[config.mk]
export PLATFORM = sky130hd
export DESIGN_NAME = multicycle_control
export DESIGN_NICKNAME = d
export VERILOG_FILES = /design/src/rtl/multicycle_control.sv
export SDC_FILE = /design/constraint.sdc
export NUM_CORES = 1
export LEC_CHECK = 0
export CAP_MARGIN = 40
export CORE_ASPECT_RATIO = 0.75
export CORE_UTILIZATION = 45
export DETAILED_ROUTE_END_ITERATION = 6
export DONT_BUFFER_PORTS = 1
export PLACE_DENSITY = 0.63
export SYNTH_ARGS = -nofsm -noshare
export SYNTH_HDL_FRONTEND = slang
export SYNTH_SLANG_ARGS = --single-unit
[constraint.sdc]
create_clock -name clk -period 1.9 [get_ports clk]
set_input_delay 0.38 -clock clk [delete_from_list [all_inputs] [get_ports clk]]
set_output_delay 0.38 -clock clk [all_outputs]
set_load 0.05 [all_outputs]
[src/rtl/multicycle_control.sv]
// Multicycle RISC-V style control FSM: sequences fetch, decode, memory, ALU,
// branch, jal and lui steps, flags illegal opcodes and counts retired instructions.
module multicycle_control #(
  parameter int WAIT_MEM = 1,
  parameter int EN_JAL   = 1,
  parameter int EN_LUI   = 1,
  parameter int CNT_W    = 32
) (
  input  logic             clk,
  input  logic             reset,
  input  logic [6:0]       op,
  input  logic [2:0]       funct3,
  input  logic             zero,
  input  logic             mem_ready,
  output logic             PCWrite,
  output logic             IRWrite,
  output logic             RegWrite,
  output logic             MemWrite,
  output logic             MemRead,
  output logic             AdrSrc,
  output logic [1:0]       ResultSrc,
  output logic [1:0]       ALUSrcA,
  output logic [1:0]       ALUSrcB,
  output logic [1:0]       ALUOp,
  output logic [3:0]       state,
  output logic             illegal,
  output logic [CNT_W-1:0] retired
);

  typedef enum logic [3:0] {
    S_FETCH    = 4'd0,
    S_DECODE   = 4'd1,
    S_MEMADR   = 4'd2,
    S_MEMREAD  = 4'd3,
    S_MEMWB    = 4'd4,
    S_MEMWRITE = 4'd5,
    S_EXECR    = 4'd6,
    S_EXECI    = 4'd7,
    S_ALUWB    = 4'd8,
    S_BRANCH   = 4'd9,
    S_JAL      = 4'd10,
    S_LUI      = 4'd11,
    S_TRAP     = 4'd12
  } state_t;

  localparam logic [6:0] OP_LW     = 7'b0000011;
  localparam logic [6:0] OP_SW     = 7'b0100011;
  localparam logic [6:0] OP_RTYPE  = 7'b0110011;
  localparam logic [6:0] OP_ITYPE  = 7'b0010011;
  localparam logic [6:0] OP_BRANCH = 7'b1100011;
  localparam logic [6:0] OP_JAL    = 7'b1101111;
  localparam logic [6:0] OP_LUI    = 7'b0110111;

  state_t           r_state;
  state_t           w_next;
  state_t           w_decState;
  logic             r_illegal;
  logic [CNT_W-1:0] r_retired;
  logic             w_memReady;
  logic             w_branchOk;
  logic             w_retire;

  // Without memory wait support every access completes in one cycle.
  assign w_memReady = (WAIT_MEM != 0) ? mem_ready : 1'b1;
  assign w_branchOk = (funct3 == 3'b000) || (funct3 == 3'b001);
  assign w_retire   = (w_next == S_FETCH) &&
                      ((r_state == S_MEMWB) || (r_state == S_MEMWRITE) ||
                       (r_state == S_ALUWB) || (r_state == S_BRANCH));

  always_ff @(posedge clk) begin
    if (reset) begin
      r_state <= S_FETCH;
    end else begin
      r_state <= w_next;
    end
  end

  always_ff @(posedge clk) begin
    if (reset) begin
      r_illegal <= 1'b0;
      r_retired <= '0;
    end else begin
      if (w_retire) begin
        r_retired <= r_retired + CNT_W'(1);
      end
      if (w_next == S_TRAP) begin
        r_illegal <= 1'b1;
      end
    end
  end

  always_comb begin
    w_next = r_state;
    unique case (r_state)
      S_FETCH:    w_next = w_memReady ? S_DECODE : S_FETCH;
      S_DECODE: begin
        if ((op == OP_LW) || (op == OP_SW)) w_next = S_MEMADR;
        else if (op == OP_RTYPE)            w_next = S_EXECR;
        else if (op == OP_ITYPE)            w_next = S_EXECI;
        else if (op == OP_BRANCH)           w_next = S_BRANCH;
        else if ((op == OP_JAL) && (EN_JAL != 0)) w_next = S_JAL;
        else if ((op == OP_LUI) && (EN_LUI != 0)) w_next = S_LUI;
        else                                w_next = S_TRAP;
      end
      S_MEMADR:   w_next = (op == OP_LW) ? S_MEMREAD : S_MEMWRITE;
      S_MEMREAD:  w_next = w_memReady ? S_MEMWB : S_MEMREAD;
      S_MEMWB:    w_next = S_FETCH;
      S_MEMWRITE: w_next = w_memReady ? S_FETCH : S_MEMWRITE;
      S_EXECR:    w_next = S_ALUWB;
      S_EXECI:    w_next = S_ALUWB;
      S_ALUWB:    w_next = S_FETCH;
      S_BRANCH:   w_next = w_branchOk ? S_FETCH : S_TRAP;
      S_JAL:      w_next = S_ALUWB;
      S_LUI:      w_next = S_ALUWB;
      S_TRAP:     w_next = S_TRAP;
      default:    w_next = S_TRAP;
    endcase
  end

  // While reset is held the datapath already sees the fetch controls.
  assign w_decState = reset ? S_FETCH : r_state;

  always_comb begin
    PCWrite   = 1'b0;
    IRWrite   = 1'b0;
    RegWrite  = 1'b0;
    MemWrite  = 1'b0;
    MemRead   = 1'b0;
    AdrSrc    = 1'b0;
    ResultSrc = 2'b00;
    ALUSrcA   = 2'b00;
    ALUSrcB   = 2'b00;
    ALUOp     = 2'b00;
    unique case (w_decState)
      S_FETCH: begin
        MemRead   = 1'b1;
        ALUSrcB   = 2'b10;
        ResultSrc = 2'b10;
        IRWrite   = w_memReady;
        PCWrite   = w_memReady;
      end
      S_DECODE: begin
        ALUSrcA = 2'b01;
        ALUSrcB = 2'b01;
      end
      S_MEMADR: begin
        ALUSrcA = 2'b10;
        ALUSrcB = 2'b01;
      end
      S_MEMREAD: begin
        AdrSrc  = 1'b1;
        MemRead = 1'b1;
      end
      S_MEMWB: begin
        ResultSrc = 2'b01;
        RegWrite  = 1'b1;
      end
      S_MEMWRITE: begin
        AdrSrc   = 1'b1;
        MemWrite = 1'b1;
      end
      S_EXECR: begin
        ALUSrcA = 2'b10;
        ALUOp   = 2'b10;
      end
      S_EXECI: begin
        ALUSrcA = 2'b10;
        ALUSrcB = 2'b01;
        ALUOp   = 2'b10;
      end
      S_ALUWB: RegWrite = 1'b1;
      S_BRANCH: begin
        ALUSrcA = 2'b10;
        ALUOp   = 2'b01;
        if (funct3 == 3'b000)      PCWrite = zero;
        else if (funct3 == 3'b001) PCWrite = ~zero;
        else                       PCWrite = 1'b0;
      end
      S_JAL: begin
        ALUSrcA = 2'b01;
        ALUSrcB = 2'b10;
        PCWrite = 1'b1;
      end
      S_LUI: begin
        ALUSrcA = 2'b11;
        ALUSrcB = 2'b01;
      end
      default: ;
    endcase
  end

  assign state   = r_state;
  assign illegal = r_illegal;
  assign retired = r_retired;

endmodule

# Word-level counts from Yosys, hierarchy flattened

Index checks and enable logic that the tools add are counted.
Widths: inputs -> output; s select.

Logic and storage cells: 81
Flip-flop bits (word level): 37

Reduce and logical (&&, ||, !) cells: 20
Eq/ne operators: 31
Bitwise logic cells: 1
Mux-type cells: 25
Add/sub/neg operators: 1

Operators with widths:

| kind                  | count |
|---|---|
| $eq 4x4->1 const B    | 9 |
| $add 32x1->32 const B | 1 |
| $eq 4x3->1 const B    | 8 |
| $pmux 4 s8            | 1 |
| $eq 7x6->1 const B    | 3 |
| $mux 4                | 5 |
| $mux 3                | 6 |
| $eq 4x2->1 const B    | 4 |
| $eq 7x7->1 const B    | 2 |
| $reduce_or 2->1       | 7 |
| $logic_not 4->1       | 3 |
| $pmux 2 s2            | 3 |
| $reduce_or 4->1       | 3 |
| $eq 4x1->1 const B    | 2 |
| $mux 1                | 8 |
| $eq 7x2->1 const B    | 1 |
| $eq 7x5->1 const B    | 1 |
| $pmux 2 s3            | 1 |
| $logic_or 1x1->1      | 5 |
| $eq 3x1->1 const B    | 1 |
| $logic_not 3->1       | 1 |
| $pmux 1 s3            | 1 |
| $logic_and 1x1->1     | 1 |
| $not 1->1             | 1 |

# Longest topological paths before layout

Word-level depth: 10
Mapped depth: 7
Depth with buffers taken out: 5

# Least setup slack after synthesis

No wires, ideal clock.

Path type: register -> output
Start point: register r_state[1] (netlist: state[1])
End point: output port IRWrite
Arrival: 3,313 ps
Cell stages (with the launch flop): 5
Path slack: -1,793 ps
Path buffers: 2
Cell sequence: dfxtp_1 clkbuf_1 clkbuf_1 o41ai_1 and2_1

Longest elaborated chain between the ends: 3

Ends and longest elaborated chain:

| item                   | RTL line | RTL |
|---|---|---|
| start, declared        | 54       | `state_t r_state;` |
| start signal, assigned | 74       | `r_state <= w_next;` |
| $mux 4                 | 121      | `assign w_decState = reset ? S_FETCH : r_state;` |
| $logic_not 4->1        | 134      | `unique case (w_decState)` |
| $mux 1                 | 134      |  |
| end, declared          | 16       | `output logic IRWrite,` |

Every way passes these cells.

# Worst setup path after layout

Start point: register r_state[0] (netlist: state[0])
End point: output port IRWrite

The elaborated chain is that of the path after synthesis.

==> flow_metrics.py <==
metrics = {
    "power": {
        "seqPwrFrac": 0.422,
        "comb_power_share": 0.204,
        "p_leak_nw": 1.274,
        "pwr-share-clk": 0.374,
        "switching_share": 0.2736,
        "p_per_area_nw_per_um2": 559.4,
        "irDropWorstVdd_uv": 343.4,
        "p_sw_uw": 517.1,
        "p_int_mw": 1.373,
    },
    "finish": {
        "num_antenna_cells": 0,
        "drive_gt1_frac": 0.4347,
        "final_cell_area_um2": 3378,
        "area_delta_synth_final_pct": 46.74,
        "fin_nets": 366,
        "fillers": 408,
    },
    "placement": {
        "port_buffers": 0,
        "dpl-instance-area_um2": 3013,
        "gp_congestion": 0.8901,
        "dp_hpwl_mm": 4.481,
    },
    "sta": {
        "fin_skew_ns": 0.002679,
        "fin_crit_sh": 1.033,
        "maxSlewViolCount": 0,
        "hold_viol": 0,
        "fin_crit_ns": 1.964,
        "setup_viol": 6,
        "finalWorstSetupSlack_ns": -0.06364,
        "slew_headroom": 0.5822,
        "rsz0062_at_grt": "yes",
        "fin_hold_ws_ns": 0.1570,
        "worst_slew_pin_slew_ns": 0.6259,
        "max_freq_ghz": 0.5093,
    },
    "synthesis": {
        "synth.distinct_cells": 58,
        "synth_area_um2": 2302,
        "syn_area_per_cell_um2": 8.135,
        "synth_adder_area_share": 0.005435,
        "synth_top_area_frac": 0.3217,
        "synth.yosys.seq_area_share": 0.3217,
        "synth_edf_count": 0,
        "synth-compound-area-share": 0.2527,
        "yosys.area.top_type": "dfxtp_1",
        "synth_top_family_by_area": "simple AND/OR/NAND/NOR gates",
        "synth_async_sr_flop_share": 0,
        "synth_xor_area_frac": 0.05326,
        "synth_flop_cell": "dfxtp_1",
        "yosys-mux-area-fraction": 0.009239,
        "synth-simple-area-share": 0.3125,
        "synthTopCellsByArea": "dfxtp_1 (32%), a21oi_1 (6.3%), or3_1 (4.9%), o21ai_0 (4.3%), nor2_1 (3.9%)",
        "synthCells": 283,
        "synth_nets": 298,
        "synth.most_common_cell": "dfxtp_1",
        "yosys_warnings": 0,
        "synth_seq_cells": 37,
        "synth_common_cells": "dfxtp_1 (37), a21oi_1 (29), nor2_1 (24)",
    },
    "setup_path": {
        "crit_type": "flip-flop to output pin",
        "critPathTopFamily": "flip-flops",
        "crit_path_start_kind": "flip-flop",
        "crit_fanout": 7,
        "crit_slowest_cell": "dfxtp_4",
        "rr_worst_depth": 7,
        "path_buf_inv": 2,
        "critPathLaunch": "state[0]",
        "ff2ff_setup_slack_ns": -0.01,
        "arrival_ns": 1.58,
        "worstPathCellList": "buf_6 -> buf_8 -> o41ai_4 -> and2_4",
        "rr_startpoint": "state[1]",
        "cp.depth": 4,
        "worstReg2RegEnd": "retired[13]",
        "cp-endpoint": "IRWrite",
        "endpoint_kind": "output pin",
        "cpPeakStageDelay_ns": 0.38,
        "worstPathRequired_ns": 1.52,
    },
    "floorplanning": {
        "die_y_um": 63.95,
        "core_um2": 4900,
        "die_w_um": 84.59,
        "rows": 22,
        "die_area_um2": 5409,
        "io_pins": 65,
        "start_util": 0.4699,
    },
    "clock_network": {
        "clock-sinks": 37,
        "cts_tree": "yes",
        "clockBufferDepth": 2,
        "clk_pin_slew_ns": 0.07,
        "clock_latency_ns": 0.29,
        "cts_max_level": 2,
        "cts_made_buffers": 5,
        "cts-root-buf": "clkbuf_8",
    },
    "route": {
        "wl_mm": 6.320,
        "ant_nets": 0,
        "vias": 2388,
        "first_pass_iters": 7,
        "drc": 4,
        "routedWlPerCell_um": 15.34,
        "via_per_inst": 5.796,
        "drtIter0Drc": 115,
    },
    "run_status": {
        "violations": "design-rule violations, negative setup slack",
        "outcome": "complete, but fails checks",
    },
    "grt": {
        "antenna_found_initial": 0,
        "grt_overflow_total": 0,
        "grt_pass1_wl_mm": 10.40,
        "grt_usage": 0.2397,
        "grt_max_degree": 48,
        "grt_pass1_vias": 2215,
    },
    "hold_path": {
        "hp-class": "input port to flip-flop",
    },
    "run": {
        "cap_violations": 0,
    },
}
[metal layers]
metal  share of wire  vias to the layer above  GRT usage  wire (µm)
met5               0                        -          0          0
met4          0.0057                        0    0.05932         36
met3           0.070                        4    0.07623        445
met2            0.44                       74     0.3516       2792
met1            0.48                     1115     0.3403       3044
li1                -                     1195          -          -
[worst min path at each step]
stage / cells after the start / slack (ns) / startpoint / end
after global placement: 1 / 0.45 / reset / retired[11]
final: 1 / 0.16 / reset / retired[22]
after global routing: 1 / 0.13 / reset / retired[1]
after detailed placement: 1 / 0.45 / reset / retired[1]
after CTS: 1 / 0.14 / reset / retired[1]
after floorplan: 3 / 0.56 / op[6] / state[1]
[cell families after synthesis]
kind of cell             Yosys count
AND/OR/NAND/NOR                  122
AO/OA/AOI/OAI                     84
flip-flops                        37
buffers and inverters             23
XOR/XNOR                          14
multiplexers                       2
adder cells (fa/ha/maj)            1
[cell type report]
| cell class | count | area (µm²) | area share |
|---|---|---|---|
| multi-input combinational | 223 | 1693 | 0.5011 |
| sequential | 37 | 783.3 | 0.2319 |
| timing repair buffer | 78 | 688.2 | 0.2037 |
| clock buffer | 7 | 86.33 | 0.02556 |
| tap | 60 | 75.07 | 0.02222 |
| clock inverter | 1 | 30.03 | 0.008889 |
| inverter | 6 | 22.52 | 0.006667 |
[power by group through the flow]
stage	logic [mW]	registers, mW	clock network [mW]
3_3_place_gp	0.348	0.815	0
5_1_grt	0.408	0.799	0.754
2_1_floorplan	0.252	0.839	0
6_report	0.385	0.798	0.707
3_5_place_dp	0.351	0.814	0
4_1_cts	0.365	0.797	0.714
[cell usage in the layout (no fill, tap or decap), types with 4 or more instances in the layout]
cell and count:
nor3_4 4, inv_1 6, nand4_1 4, nor3_1 7, nand2_1 20, xnor2_1 4, a21oi_1 23, nand3_1 4
nand3b_1 4, dfxtp_1 15, o31ai_1 5, o21ai_1 4, o21ai_0 16, and3_1 5, o2111ai_1 5, buf_4 63
buf_12 4, xor2_1 10, clkbuf_8 6, buf_6 8, nor2b_1 5, dfxtp_4 6, dfxtp_2 16, nor2_1 21
a21oi_2 5, or3_1 15
[flip-flops by register name, summed over array words and instances (netlist names)]
register and count:
illegal 1, retired 32, state 4
[worst register-to-register path, cell delays in order, from the launching register on]
cell      delay, ns
dfxtp_4        0.39
buf_6          0.11
nand3b_1       0.11
a311oi_4       0.37
o211ai_1       0.13
buf_4          0.19
or4_1          0.40
a21oi_1        0.14
[per-stage QoR]
stage                 util  instances  total power [mW]  setup TNS, ns  worst slack, ns
global route        0.6895        412             1.960        -0.9023          -0.1230
detailed placement  0.6149        393             1.166        -0.1871         -0.04360
global placement    0.6149        393             1.163       -0.02638         -0.01341
CTS                 0.6586        406             1.877        -0.1235         -0.06396
finish              0.6895        412             1.890        -0.1506         -0.06364
floorplan                -        283             1.092        -0.9069          -0.3010
[timing repair]
item,CTS,global route
gates resized for setup,16,27
endpoints found under the hold margin,0,0
setup endpoints to repair,11,22
hold buffers,0,0
pin swaps,4,19
buffers inserted,5,6
No activity file was read; power rests on OpenSTA's default activity.
